===== src/rtl/store_check_pkg.sv =====
// Shared types for the data-memory store sequence checker.
// Entries are fixed at SC_XLEN bits; the checker's XLEN must equal SC_XLEN.
package store_check_pkg;
   localparam int SC_XLEN = 32;

   typedef enum logic [1:0] {IDLE, RUN, PASS, FAIL} state_t;

   typedef enum logic [1:0] {
      FC_NONE    = 2'd0,
      FC_ADDR    = 2'd1,
      FC_DATA    = 2'd2,
      FC_TIMEOUT = 2'd3
   } fail_code_t;

   typedef struct packed {
      logic [SC_XLEN-1:0] addr;
      logic [SC_XLEN-1:0] data;
      logic [SC_XLEN-1:0] mask;
   } exp_entry_t;
endpackage


===== src/rtl/store_expect_table.sv =====
// Expected-store register file: synchronous write, combinational read, cleared on reset.
module store_expect_table
   import store_check_pkg::*;
#(
   parameter int DEPTH = 4
) (
   input  logic                     clk,
   input  logic                     reset,
   input  logic                     we,
   input  logic [$clog2(DEPTH)-1:0] widx,
   input  exp_entry_t               wentry,
   input  logic [$clog2(DEPTH)-1:0] ridx,
   output exp_entry_t               rentry
);
   exp_entry_t entries [DEPTH];

   always_ff @(posedge clk) begin
      if (reset) begin
         for (int i = 0; i < DEPTH; i++) entries[i] <= '0;
      end else if (we) begin
         entries[widx] <= wentry;
      end
   end

   assign rentry = entries[ridx];
endmodule


===== config.mk =====
export PLATFORM = sky130hd
export DESIGN_NAME = store_expect_table
export DESIGN_NICKNAME = d
export VERILOG_FILES = /design/src/rtl/store_check_pkg.sv /design/src/rtl/store_expect_table.sv
export SDC_FILE = /design/constraint.sdc
export NUM_CORES = 1
export LEC_CHECK = 0
export BUFFER_PORTS_ARGS = -buffer_cell sky130_fd_sc_hd__buf_2
export CORE_MARGIN = 4
export CORE_UTILIZATION = 45
export DETAILED_ROUTE_END_ITERATION = 8
export PLACE_DENSITY = 0.67
export SLEW_MARGIN = 10
export SYNTH_ARGS = -nofsm -noshare
export SYNTH_HDL_FRONTEND = slang
export SYNTH_SLANG_ARGS = --single-unit

===== constraint.sdc =====
create_clock -name clk -period 12.9 [get_ports clk]
set_clock_uncertainty 0.2 [all_clocks]
set_input_delay 2.58 -clock clk [delete_from_list [all_inputs] [get_ports clk]]
set_output_delay 2.58 -clock clk [all_outputs]
set_load 0.005 [all_outputs]

Word-level counts from Yosys, hierarchy flattened
Memories as Yosys holds them, arrays and structs flattened.
Cells that the tools add are included.

storage, ports and cells
  memory bits (writable) = 384
  output and inout bits = 96
  register bits = 0
  memories = 1

memories
  memory   depth  width  read ports  clocked after memory_dff  write ports  line                      RTL
  entries  4      96     1           0                         4            store_expect_table.sv:15  exp_entry_t entries [DEPTH];

operators by class
  reductions and logical operators = 1
  mux-type cells = 8

operators by type and width
  operator             count
  two-way mux 96 bit   1
  OR reduction 96 bit  1
  two-way mux 1 bit    6
  two-way mux 2 bit    1

Depth between registers and ports, before layout
  word-level depth = 5
  depth in mapped cells = 4
  depth with buffers taken out = 2

Least setup slack after synthesis
Ideal clock, no wire load.

  path type = input to register
  from = input widx[0]
  to = memory entries[0][0] (netlist bit) (enable)
  data arrival time = 7.165 ns
  path buffers = 0
  setup slack = 4.964 ns
  stages on the path = 2
  cells stage by stage = nand2b_1 -> o21bai_1

RTL lines
  element      line                      RTL
  from (decl)  store_expect_table.sv:10  input logic [$clog2(DEPTH)-1:0] widx,
  to (decl)    store_expect_table.sv:15

==> key figures <==
Timing
  • Fin crit period: 7.59 ns
  • Max Clk Rate: approximately 130 MHz
  • Max transition margin: 0.224
  • Final Hold Viols: 0
  • Slew Limit Fails: 0
  • Final setup margin: 5.31 ns
  • Total negative slack: 0 ns
  • RSZ-0062 raised after global routing: no
  • Final Cycle Share: 0.588
  • Slew @ Worst Pin: 1.16 ns
  • Final setup vio count: 0

CTS
  • CTS tree: built
  • Hold Buf Count CTS: 0
  • Clk sinks: around 380
  • H-Tree Depth: 2
  • CTS max path bufs: 3
  • # resized after CTS: 0
  • Root buffer cell: clkbuf_16
  • CTS Buf Count: 41
  • Reg clk slew, reported paths: 0.06 ns
  • Post-CTS setup buffer count: 0

Floorplanning
  • Die Y: 200 µm
  • Boundary pin count: approximately 200
  • Row count: 69
  • Total core area: 35,900 µm²
  • Initial Util: 0.461
  • Die Area: roughly 40,000 µm²
  • Die X: 200 µm

Global routing
  • Tot GR Track Use: 0.184
  • Gr ovfl total: 0
  • Largest net degree at the start of global routing: 65
  • Initial antenna violation count: 12
  • First-pass GRT wire length: approximately 56,000 µm
  • Number of global-route vias before repair: 9,418

Worst setup path
  • CP Capture Type: output pin
  • Crit. Startpoint: ridx[0]
  • CP arrival: approximately 4.8 ns
  • Nature of the critical path startpoint: input port
  • Req. time, crit path: 10.12 ns
  • Critical path peak fanout: 53
  • Type of the worst setup path: in -> out

Power and ir drop
  • Leak: 7.06 nW
  • Sequential Power Share: 0.531
  • PwrDens: 148 nW/µm²
  • Sw Pwr: 0.614 mW
  • Sw Share: 0.217
  • Max VDD drop: 0.000116 V
  • Clk pwr share: 0.386
  • Internal power: 2.21 mW
  • Combinational power share: 0.083

Final layout
  • Largest regs: entries x384
  • Layout area overhead: 15.9%
  • Footprint of the multi-input gates: about 4700 µm²
  • Final Cell Area: approximately 19,000 µm²
  • Most frequent cells in the layout: and2_1 (384), edfxtp_1 (384), buf_2 (196), mux4_2 (96), clkbuf_16 (43)
  • FF/Latch Area: 11,500 µm²
  • Max reg flops: 384
  • Reg with most FFs: entries
  • Post-route insts no fill: approximately 1,600
  • Fin nets: approximately 1,200
  • Layout cell share with drive strength beyond 1: 0.321
  • Fill count: 2,923

Synthesis
  • Mapped Nets: just over 1,000
  • Distinct cell type count after synthesis: 16
  • Synth Register Bits: 384
  • Post-synthesis instance area: 16,500 µm²
  • Register area share after synthesis: 0.697
  • Avg Inst Size Synth: 17.7 µm²
  • Number of synthesis warnings: 0
  • Cells after synthesis: 936

Placed design
  • Dpl ws: 5.18 ns
  • Gp weighted congestion: around 0.74
  • Instance area after placement: 17,900 µm²
  • I/O Buffers: just under 200
  • Final HPWL from detailed placement: 21,100 µm
  • Dpl cells: 1,546

Routing
  • Avg WL per Cell: roughly 23 µm
  • First-pass DRT Iterations: 4
  • Routed Antenna Nets: 0
  • DR vias/cell: 5.28
  • Initial DRC Count: 658
  • Total wire length: roughly 37,000 µm
  • Vias post-DR: 8,560
  • # DRC: 0

Worst hold path
  • Worst min path class: in -> reg
  • HP Start: wentry[11]

Flow run
  • Max-cap violations: 0

Status
  • Status: complete, no violations
==> power groups by stage <==
stage / sequential [mW] / combinational (mW) / clock (mW)
2_1_floorplan: 1.52 / 0.133 / 0
3_3_place_gp: 1.53 / 0.237 / 0
3_5_place_dp: 1.53 / 0.240 / 0
4_1_cts: 1.50 / 0.241 / 1.11
5_1_grt: 1.51 / 0.257 / 1.17
6_report: 1.50 / 0.235 / 1.09
==> per-stage QoR <==
stage          hold WS [ns]  utilization  total power, mW
2_1_floorplan          2.58            -             1.65
3_3_place_gp           2.69        0.499             1.76
3_5_place_dp           2.69        0.499             1.77
4_1_cts                2.14        0.533             2.86
5_1_grt                2.15        0.534             2.93
6_report               2.16        0.534             2.83
==> layout make-up <==
type,instances,share of cell area
sequential,384,0.602
multi-input combinational,489,0.246
clock buffer,52,0.0579
timing repair buffer,211,0.0572
tap,461,0.0301
clock inverter,21,0.00666
antenna,3,0.000392
inverter,1,0.000196
==> synthesized netlist by cell type <==
master / n / share of area
edfxtp_1: 384 / 0.70
and4bb_4: 1 / 0.00098
clkbuf_2: 4 / 0.0012
mux4_2: 96 / 0.13
buf_4: 1 / 0.00045
nor2b_2: 1 / 0.00053
inv_1: 1 / 0.00023
and4bb_1: 1 / 0.00076
clkbuf_1: 25 / 0.0057
nand2b_1: 1 / 0.00038
and2_1: 384 / 0.15
buf_6: 10 / 0.0068
o21bai_1: 2 / 0.00091
a31o_2: 2 / 0.0011
buf_2: 22 / 0.0067
nor4b_4: 1 / 0.0014
==> path summary, 6_finish.rpt <==
check | endpoint | slack (ns) | depth (start not counted)
worst max-delay path | rentry[31] | 5.31 | 4
worst min-delay path | entries[2][11] | 2.16 | 2
==> routing by layer <==
| layer | global-route usage | share of wire | vias up |
|---|---|---|---|
| met3 | 0.0483 | 0.071 | 66 |
| li1 | - | - | 3876 |
| met5 | 0 | 0.0026 | - |
| met2 | 0.290 | 0.47 | 253 |
| met4 | 0.0418 | 0.019 | 16 |
| met1 | 0.264 | 0.44 | 4349 |
==> worst max-delay path, cell delays in order <==
cell and delay [ns]:
buf_6 0.59, buf_4 0.82, mux4_2 0.64, buf_2 0.15
==> cells by family (layout without fill, tap and decap cells) <==
kind of cell           Yosys count  count (layout)  synth area share
DFF                            384             384             0.697
buffers and inverters           63             285            0.0210
muxes                           96              96             0.131
and+or+nand+nor                389             389             0.149
other                            0               3                 0
AOI/OAI and AO/OA                4               4           0.00197
No activity file was read; power rests on OpenSTA's default activity.
